===== src/rtl/ball_render_engine_if.sv =====
// ball_render_engine_if: register-bridge, VGA timing and pixel-result signals of the ball engine.
interface ball_render_engine_if #(
    parameter int NUM_BALLS = 4,
    parameter int ID_W      = 2,
    parameter int COORD_W   = 10
);
    logic                 wr_en;
    logic [ID_W-1:0]      wr_ball;
    logic [1:0]           wr_field;
    logic [15:0]          wr_data;
    logic                 commit;
    logic                 commit_pending;
    logic                 frame_tick;
    logic                 VGA_VS;
    logic [COORD_W-1:0]   DrawX;
    logic [COORD_W-1:0]   DrawY;
    logic                 is_ball;
    logic [ID_W-1:0]      ballID;
    logic [NUM_BALLS-1:0] collide_flags;

    modport master (
        output wr_en, wr_ball, wr_field, wr_data, commit, VGA_VS, DrawX, DrawY,
        input  commit_pending, frame_tick, is_ball, ballID, collide_flags
    );
    modport slave (
        input  wr_en, wr_ball, wr_field, wr_data, commit, VGA_VS, DrawX, DrawY,
        output commit_pending, frame_tick, is_ball, ballID, collide_flags
    );
endinterface


===== src/rtl/ball_render_engine.sv =====
// ball_render_engine: shadow/active ball registers with frame-synchronous commit and a 2-stage hit pipeline.
// Optional overlap detection enabled by defining BALL_RENDER_COLLISION_EN.
module ball_render_engine #(
    parameter int NUM_BALLS = 4,
    parameter int ID_W      = 2,
    parameter int COORD_W   = 10,
    parameter int RAD_W     = 6
) (
    input logic                 Clk,
    input logic                 Reset_n,
    ball_render_engine_if.slave bus
);
    typedef enum logic {IDLE, PENDING} state_t;

    state_t               state_q, state_d;
    logic [COORD_W-1:0]   sx_q [NUM_BALLS];
    logic [COORD_W-1:0]   sy_q [NUM_BALLS];
    logic [COORD_W-1:0]   ax_q [NUM_BALLS];
    logic [COORD_W-1:0]   ay_q [NUM_BALLS];
    logic [RAD_W-1:0]     sr_q [NUM_BALLS];
    logic [RAD_W-1:0]     ar_q [NUM_BALLS];
    logic [NUM_BALLS-1:0] se_q, ae_q;
    logic [COORD_W:0]     dx_q [NUM_BALLS];
    logic [COORD_W:0]     dy_q [NUM_BALLS];
    logic [NUM_BALLS-1:0] hit_d;
    logic                 vs_q, tick_q, boundary, copy, wr_ok;
    logic                 is_ball_q, is_ball_d;
    logic [ID_W-1:0]      id_q, id_d;
    logic                 unused_wr_data;

    assign unused_wr_data = ^bus.wr_data;
    assign boundary = vs_q & ~bus.VGA_VS;
    assign wr_ok    = bus.wr_en && (int'(bus.wr_ball) < NUM_BALLS);

    // A commit arriving on the boundary cycle in IDLE only arms the copy for the next frame.
    always_comb begin
        state_d = (state_q == IDLE) ? (bus.commit ? PENDING : IDLE) : (boundary ? IDLE : PENDING);
        copy    = (state_q == PENDING) && boundary;
    end

    always_ff @(posedge Clk or negedge Reset_n) begin
        if (!Reset_n) begin
            state_q   <= IDLE;
            vs_q      <= 1'b1;
            tick_q    <= 1'b0;
            is_ball_q <= 1'b0;
            id_q      <= '0;
        end else begin
            state_q   <= state_d;
            vs_q      <= bus.VGA_VS;
            tick_q    <= boundary;
            is_ball_q <= is_ball_d;
            id_q      <= id_d;
        end
    end

    always_ff @(posedge Clk or negedge Reset_n) begin
        if (!Reset_n) begin
            se_q <= '0;
            ae_q <= '0;
            for (int i = 0; i < NUM_BALLS; i++) begin
                sx_q[i] <= '0;
                sy_q[i] <= '0;
                sr_q[i] <= '0;
                ax_q[i] <= '0;
                ay_q[i] <= '0;
                ar_q[i] <= '0;
                dx_q[i] <= '0;
                dy_q[i] <= '0;
            end
        end else begin
            for (int i = 0; i < NUM_BALLS; i++) begin
                if (wr_ok && int'(bus.wr_ball) == i) begin
                    if (bus.wr_field == 2'd0) sx_q[i] <= bus.wr_data[COORD_W-1:0];
                    if (bus.wr_field == 2'd1) sy_q[i] <= bus.wr_data[COORD_W-1:0];
                    if (bus.wr_field == 2'd2) sr_q[i] <= bus.wr_data[RAD_W-1:0];
                    if (bus.wr_field == 2'd3) se_q[i] <= bus.wr_data[0];
                end
                if (copy) begin
                    ax_q[i] <= sx_q[i];
                    ay_q[i] <= sy_q[i];
                    ar_q[i] <= sr_q[i];
                    ae_q[i] <= se_q[i];
                end
                dx_q[i] <= {1'b0, bus.DrawX} - {1'b0, ax_q[i]};
                dy_q[i] <= {1'b0, bus.DrawY} - {1'b0, ay_q[i]};
            end
        end
    end

    // Squares are formed on sign-extended operands, so unsigned arithmetic yields the exact value.
    for (genvar b = 0; b < NUM_BALLS; b++) begin : g_hit
        logic [2*COORD_W+1:0] ex, ey;
        logic [2*COORD_W+2:0] d2, rx, rr;
        assign ex = {{(COORD_W+1){dx_q[b][COORD_W]}}, dx_q[b]};
        assign ey = {{(COORD_W+1){dy_q[b][COORD_W]}}, dy_q[b]};
        assign d2 = {1'b0, ex * ex} + {1'b0, ey * ey};
        assign rx = {{(2*COORD_W+3-RAD_W){1'b0}}, ar_q[b]};
        assign rr = rx * rx;
        assign hit_d[b] = ae_q[b] && (d2 <= rr);
    end

    always_comb begin
        id_d      = '0;
        is_ball_d = |hit_d;
        for (int i = NUM_BALLS - 1; i >= 0; i--)
            if (hit_d[i]) id_d = ID_W'(i);
    end

`ifdef BALL_RENDER_COLLISION_EN
    logic [NUM_BALLS-1:0] flags_q, flags_d;
    // More than one bit set in hit_d marks an overlap pixel.
    assign flags_d = (boundary ? '0 : flags_q) |
                     ((|(hit_d & (hit_d - NUM_BALLS'(1)))) ? hit_d : '0);
    always_ff @(posedge Clk or negedge Reset_n) begin
        if (!Reset_n) flags_q <= '0;
        else          flags_q <= flags_d;
    end
    assign bus.collide_flags = flags_q;
`else
    assign bus.collide_flags = '0;
`endif

    assign bus.commit_pending = (state_q == PENDING);
    assign bus.frame_tick     = tick_q;
    assign bus.is_ball        = is_ball_q;
    assign bus.ballID         = id_q;
endmodule


===== src/flat_wrapper.sv =====
// flat-port wrapper written by rule: the top's interface ports become plain ports
module ball_render_engine_flat 
#(
    parameter int NUM_BALLS = 4,
    parameter int ID_W      = 2,
    parameter int COORD_W   = 10,
    parameter int RAD_W     = 6
)
  (Clk, Reset_n, bus_wr_en, bus_wr_ball, bus_wr_field, bus_wr_data, bus_commit, bus_VGA_VS, bus_DrawX, bus_DrawY, bus_commit_pending, bus_frame_tick, bus_is_ball, bus_ballID, bus_collide_flags);
  ball_render_engine_if #(.NUM_BALLS(NUM_BALLS), .ID_W(ID_W), .COORD_W(COORD_W)) bus_i ();
  input logic Clk;
  input logic Reset_n;
  input wire logic [$bits(bus_i.wr_en)-1:0] bus_wr_en;
  input wire logic [$bits(bus_i.wr_ball)-1:0] bus_wr_ball;
  input wire logic [$bits(bus_i.wr_field)-1:0] bus_wr_field;
  input wire logic [$bits(bus_i.wr_data)-1:0] bus_wr_data;
  input wire logic [$bits(bus_i.commit)-1:0] bus_commit;
  input wire logic [$bits(bus_i.VGA_VS)-1:0] bus_VGA_VS;
  input wire logic [$bits(bus_i.DrawX)-1:0] bus_DrawX;
  input wire logic [$bits(bus_i.DrawY)-1:0] bus_DrawY;
  output wire logic [$bits(bus_i.commit_pending)-1:0] bus_commit_pending;
  output wire logic [$bits(bus_i.frame_tick)-1:0] bus_frame_tick;
  output wire logic [$bits(bus_i.is_ball)-1:0] bus_is_ball;
  output wire logic [$bits(bus_i.ballID)-1:0] bus_ballID;
  output wire logic [$bits(bus_i.collide_flags)-1:0] bus_collide_flags;
  assign bus_i.wr_en = bus_wr_en;
  assign bus_i.wr_ball = bus_wr_ball;
  assign bus_i.wr_field = bus_wr_field;
  assign bus_i.wr_data = bus_wr_data;
  assign bus_i.commit = bus_commit;
  assign bus_i.VGA_VS = bus_VGA_VS;
  assign bus_i.DrawX = bus_DrawX;
  assign bus_i.DrawY = bus_DrawY;
  assign bus_commit_pending = bus_i.commit_pending;
  assign bus_frame_tick = bus_i.frame_tick;
  assign bus_is_ball = bus_i.is_ball;
  assign bus_ballID = bus_i.ballID;
  assign bus_collide_flags = bus_i.collide_flags;
  ball_render_engine #(.NUM_BALLS(NUM_BALLS), .ID_W(ID_W), .COORD_W(COORD_W), .RAD_W(RAD_W)) u_core (.Clk(Clk), .Reset_n(Reset_n), .bus(bus_i));
endmodule

===== config.mk =====
export PLATFORM = sky130hd
export DESIGN_NAME = ball_render_engine_flat
export DESIGN_NICKNAME = d
export VERILOG_FILES = /design/src/rtl/ball_render_engine_if.sv /design/src/rtl/ball_render_engine.sv /design/src/flat_wrapper.sv
export SDC_FILE = /design/constraint.sdc
export NUM_CORES = 2
export LEC_CHECK = 0
export ABC_AREA = 1
export CAP_MARGIN = 30
export CORE_ASPECT_RATIO = 0.9
export CORE_MARGIN = 2
export CORE_UTILIZATION = 40
export CTS_CLUSTER_SIZE = 10
export DETAILED_ROUTE_END_ITERATION = 16
export GPL_ROUTABILITY_DRIVEN = 0
export SETUP_SLACK_MARGIN = 0.05
export SYNTH_ARGS = -nofsm -noshare
export SYNTH_HDL_FRONTEND = slang
export SYNTH_SLANG_ARGS = --single-unit

===== constraint.sdc =====
create_clock -name Clk -period 7.5 [get_ports Clk]
set_input_delay 1.125 -clock Clk [delete_from_list [all_inputs] [get_ports Clk]]
set_output_delay 1.125 -clock Clk [all_outputs]
set_load 0.02 [all_outputs]

## Yosys cells after proc, flatten, opt, wreduce, memory -nomap -nowiden

Cells that the tools add are included.
W data, S select, Z words.

- Mux-type cells: 7
- Bitwise logic cells: 2
- $mul: 12
- $add $sub $neg: 12
- $lt $le $gt $ge: 4
- Reductions and logical operators: 28
- Equality and inequality tests: 6

Operator list:

| cell | count |
|---|---|
| $mul A11 B11 Y22 | 8 |
| $add A22 B22 Y23 | 4 |
| $le A23 B23 Y1 | 4 |
| $sub A10 B10 Y11 | 8 |
| $mul A6 B6 Y12 | 4 |
| $reduce_and A2 Y1 | 16 |
| $logic_and A1 B1 Y1 | 9 |
| $eq A2 B2 Y1 const B | 4 |
| $mux W2 | 4 |
| $eq A2 B1 Y1 const B | 2 |
| $logic_not A2 Y1 | 2 |
| $reduce_or A4 Y1 | 1 |
| $mux W1 | 3 |
| $and A1 B1 Y1 | 1 |
| $not A1 Y1 | 1 |

- Bits in registers: 310
- Word-level logic and storage cells: 113

## Longest topological paths before layout

- Depth after elaboration: 8
- Mapped depth: 40

## Worst setup path before layout

No wires, ideal clock.

- Kind: reg2reg
- Start point: reg u_core.dy_q[26] (netlist name)
- End point: reg u_core.id_q[1], in the netlist u_core.bus.ballID[1]
- Data required time: 7.379 ns
- Clock period less this slack: 6.236 ns
- Cell stages (with the launch flop): 35
- Arrival: 6.115 ns
- Setup slack: 1.264 ns
- Cells stage by stage: dfrtp_1 clkbuf_1 nand2_1 fa_1 inv_1 fa_1 inv_1 fa_1 inv_1 fa_1 inv_1 fa_1 inv_1 ha_1 inv_1 nor2_1 nor2_1 xor2_1 inv_1 ha_1 nand2_1 inv_1 a21oi_1 xor2_1 ha_1 inv_1 nor2_1 nand3_1 or4_1 nand2_1 nand2_1 nor2_2 nand2_1 nand2_1 nor2_1

- Cells in the longest elaborated chain, start to end: 6

Ends and longest elaborated chain:

| what | line | source |
|---|---|---|
| from (decl) | ball_render_engine.sv:24 | `logic [COORD_W:0] dy_q [NUM_BALLS];` |
| from (signal, indexed assignment) | ball_render_engine.sv:86 | `dy_q[i] <= {1'b0, bus.DrawY} - {1'b0, ay_q[i]};` |
| $mul A11 B11 Y22 | ball_render_engine.sv:97 | `assign d2 = {1'b0, ex * ex} + {1'b0, ey * ey};` |
| $add A22 B22 Y23 | ball_render_engine.sv:97 |  |
| $le A23 B23 Y1 | ball_render_engine.sv:100 | `assign hit_d[b] = ae_q[b] && (d2 <= rr);` |
| $logic_and A1 B1 Y1 | ball_render_engine.sv:100 |  |
| $mux W2 (2 in a row) | ball_render_engine.sv:107 | `if (hit_d[i]) id_d = ID_W'(i);` |
| named net u_core.id_d[1] | ball_render_engine.sv:28 | `logic [ID_W-1:0] id_q, id_d;` |
| to (signal assigned) | ball_render_engine.sv:53 | `id_q <= id_d;` |
| to (decl) | ball_render_engine.sv:28 |  |

The timed path passes the listed nets, and every way through them passes these cells.
A chain may end at the register's enable or synchronous reset.

## Worst setup path in the final report

- Start point: reg u_core.dy_q[35] (netlist name)
- End point: reg u_core.is_ball_q, in the netlist u_core.bus.is_ball

- Cells in the longest elaborated chain, start to end: 5

Ends and longest elaborated chain:

| what | line | source |
|---|---|---|
| $mul A11 B11 Y22 | ball_render_engine.sv:97 |  |
| $add A22 B22 Y23 | ball_render_engine.sv:97 |  |
| $le A23 B23 Y1 | ball_render_engine.sv:100 |  |
| $logic_and A1 B1 Y1 | ball_render_engine.sv:100 |  |
| $reduce_or A4 Y1 | ball_render_engine.sv:105 | `is_ball_d = \|hit_d;` |
| named net u_core.is_ball_d | ball_render_engine.sv:27 | `logic is_ball_q, is_ball_d;` |
| to (signal assigned) | ball_render_engine.sv:52 | `is_ball_q <= is_ball_d;` |
| to (decl) | ball_render_engine.sv:27 |  |

The timed path passes the listed nets, and every way through them passes these cells.

==> impl_metrics.py <==
metrics = {
    "run_status": {
        "outcome": "finished clean",
    },
    "global_routing": {
        "grt-ovfl-total": 0,
        "grt_pass1_vias": 42957,
        "grt_max_degree": 157,
        "grt_usage": 0.184,
        "grt_pass1_wl_um": 214000,
        "antenna_found_initial": 9,
    },
    "final_layout": {
        "fillers": 13826,
        "drive_gt1_frac": 0.0310,
        "final_util": 0.433,
        "layout.nets": 8383,
        "regArea_um2": 7770,
        "multi_input_comb_area_um2": 40200,
        "area_growth_pct": 7.19,
    },
    "flow_run": {
        "cap_viol_max_count": 0,
    },
    "route": {
        "vias": 41163,
        "top_layer_used": "met5",
        "drt_wl_total_um": 125000,
        "wl_met2_um": 59500,
        "routed_via_density": 4.73,
        "met1_length_um": 58200,
        "dr.pass1.iters": 5,
        "drt_iter0_markers": 2337,
        "ant_nets": 0,
        "drcViolationCount": 0,
        "wl_per_cell_um": 14.4,
        "met3_length_um": 4980,
    },
    "floorplanning": {
        "dieArea_um2": 142000,
        "rows": 129,
        "core-area_um2": 138000,
        "die_height_um": 358,
        "io-pin-count": 54,
        "die_x_um": 397,
        "initial_core_util": 0.404,
    },
    "setup_path": {
        "required_ns": 7.97,
        "critPathLaunch": "u_core.dy_q[35]",
        "setup.worst_path.class": "flip-flop to flip-flop",
        "crit_end": "u_core.bus.is_ball",
        "r2r-start": "u_core.dy_q[35]",
        "cp_max_fo": 5,
        "cpMaxStageDelayCell": "fa_1",
        "max_stage_delay_ns": 0.58,
        "r2r_cells": 35,
        "end_kind": "flip-flop",
        "startpoint_type": "flip-flop",
        "ff2ff_setup_slack_ns": 0.53,
        "worstReg2RegEnd": "u_core.bus.is_ball",
        "cp.arrival_ns": 7.44,
    },
    "yosys": {
        "netlist_area_um2": 55600,
        "synth-main-ff-cell": "dfrtp_1",
        "avgSynthCellArea_um2": 8.13,
        "ys_warn_count": 0,
        "synth_area_leaders": "fa_1 (32%), dfrtp_1 (14%), ha_1 (14%)",
        "postSynthCellCount": 6841,
        "async_flop_share": 1.00,
        "ys_seq_area_frac": 0.140,
        "synth.distinct_cells": 53,
        "ys_ff_latch": 310,
        "synth_edf_count": 0,
        "synth.top_cell.area_share": 0.316,
        "synth_area_leader_cell": "fa_1",
    },
    "sta": {
        "worst_pin_slew_ns": 0.962,
        "fin_crit_sh": 0.930,
        "setup_viol": 0,
        "final.setup.tns_ns": 0,
        "hold_viol_final": 0,
        "fmax_mhz": 143,
        "drv_slew": 0,
        "rsz0062_at_grt": "false",
        "worst_clock_skew_ns": 0.0261,
        "maxSlewHeadroom": 0.358,
        "holdWs_ns": 0.477,
        "post-route-min-period_ns": 6.97,
    },
    "clocking": {
        "cts_root_buf": "clkbuf_16",
        "numClockSinks": 310,
        "clock_path_buffers": 3,
        "cts_tree": "yes",
        "clk_pin_slew_ns": 0.06,
        "htreeDepth": 2,
        "cts_buffers": 40,
        "cts_hold_buf": 0,
        "worstSkewPairLatency_ns": 0.59,
    },
    "place": {
        "place_hpwl_um": 106000,
        "io_buffers": 43,
    },
    "min_path": {
        "hp-class": "flip-flop to flip-flop",
        "hp-start": "u_core.sx_q[20]",
    },
}
==> Yosys cell counts (3+ instances only) <==
master,count
o2111ai_1,3
mux2_2,15
a211oi_1,8
o21ai_0,225
buf_2,5
inv_1,1896
o31ai_1,9
o21ai_1,21
clkbuf_1,132
a21oi_1,407
o21ai_2,4
nand3b_1,12
fa_1,877
dfrtp_1,309
nand4_1,37
a31oi_1,14
nor2_1,355
buf_4,4
a21oi_2,6
nor3_1,27
and2_1,3
nand2_2,19
a21boi_1,4
nand3_1,140
o21a_1,7
xor2_1,225
nand2_1,1234
nor4_1,5
o21bai_1,19
or2_2,15
ha_1,614
nand3_2,6
nor2_2,7
a21o_1,16
o211ai_1,9
xnor2_1,128
==> final cells by class <==
| class | instances | area share |
|---|---|---|
| Antenna cell | 4 | 0.000168 |
| Timing Repair Buffer | 102 | 0.0167 |
| Sequential cell | 310 | 0.130 |
| Multi-Input combinational cell | 4494 | 0.674 |
| Inverter | 1899 | 0.120 |
| Tap cell | 1834 | 0.0385 |
| Clock buffer | 47 | 0.0179 |
| Clock inverter | 10 | 0.00231 |
==> metal layers <==
layer  track usage  up-vias
li1              -    20381
met1         0.257    20125
met2         0.313      539
met3        0.0150      116
met4        0.0383        2
met5             0        -
==> through the flow <==
step / setup WS [ns] / std cells / area, um2
floorplan: 1.26 / 6844 / 55600
global placement: 0.504 / 8629 / 58200
finish: 0.527 / 8700 / 59600
detailed placement: 0.411 / 8632 / 58300
global route: 0.0535 / 8696 / 59600
CTS: 0.407 / 8689 / 59500
==> worst min-delay path by stage <==
stage                     cells after the start         endpoint  slack, ns
after detailed placement                      2  u_core.sx_q[10]       0.47
after global routing                          2  u_core.sr_q[19]       0.50
after global placement                        2  u_core.sr_q[13]       0.46
after CTS                                     2  u_core.sx_q[10]       0.48
final                                         2  u_core.sx_q[20]       0.48
after floorplan                               2   u_core.ae_q[0]       0.44
==> state kept, by name, summed over array words and instances (netlist names), 2 cells and up <==
register,cells
u_core.dx_q,44
u_core.dy_q,44
u_core.ax_q,40
u_core.ay_q,40
u_core.sx_q,40
u_core.sy_q,40
u_core.ar_q,24
u_core.sr_q,24
u_core.ae_q,4
u_core.se_q,4
u_core.bus.ballID,2
==> kinds of logic (layout without fill, tap and decap cells) <==
kind of cell / count (synthesis) / in the layout / synth area share
fa+ha+maj: 1491 / 1491 / 0.454
xor+xnor: 353 / 353 / 0.0556
mux: 15 / 15 / 0.00304
buf+inv: 2040 / 2058 / 0.138
flops: 310 / 310 / 0.140
simple gates: 1865 / 1865 / 0.135
other cells: 1 / 8 / 0.0000674
compound gates: 766 / 766 / 0.0744
==> placed cells by master, fill, tap and decap left out, types with 5 or more instances in the layout <==
master	count
a211oi_1	8
a21oi_1	407
nor2_2	6
nor2_1	355
nand3b_1	12
dfrtp_1	296
nand4_1	37
nor4_1	5
o211ai_1	9
o21ai_0	225
fa_1	877
clkbuf_16	40
a21o_1	16
nand2_1	1233
o21ai_1	21
nor3_1	26
or2_2	15
buf_4	52
a31oi_1	14
clkdlybuf4s50_1	42
nand3_2	6
ha_1	614
o21a_1	7
o31ai_1	9
xor2_1	225
inv_1	1895
dfrtp_2	13
nand2_2	19
mux2_2	15
a21oi_2	6
o21bai_1	19
xnor2_1	128
nand3_1	140
==> critical path, delay by kind of cell, from the launching register on <==
family | cells | cell delay [ns]
fa+ha+maj | 7 | 3.30
simple gates | 16 | 1.60
buf+inv | 9 | 0.91
flops | 1 | 0.41
compound gates | 2 | 0.41
xor+xnor | 1 | 0.18
==> timing repair <==
item,CTS,global route
buffers inserted,0,5
setup endpoints to repair,0,3
gates resized for setup,0,16
Power is not shown: default switching activity piles up to over one toggle a cycle in this logic, so the estimate is an artifact.
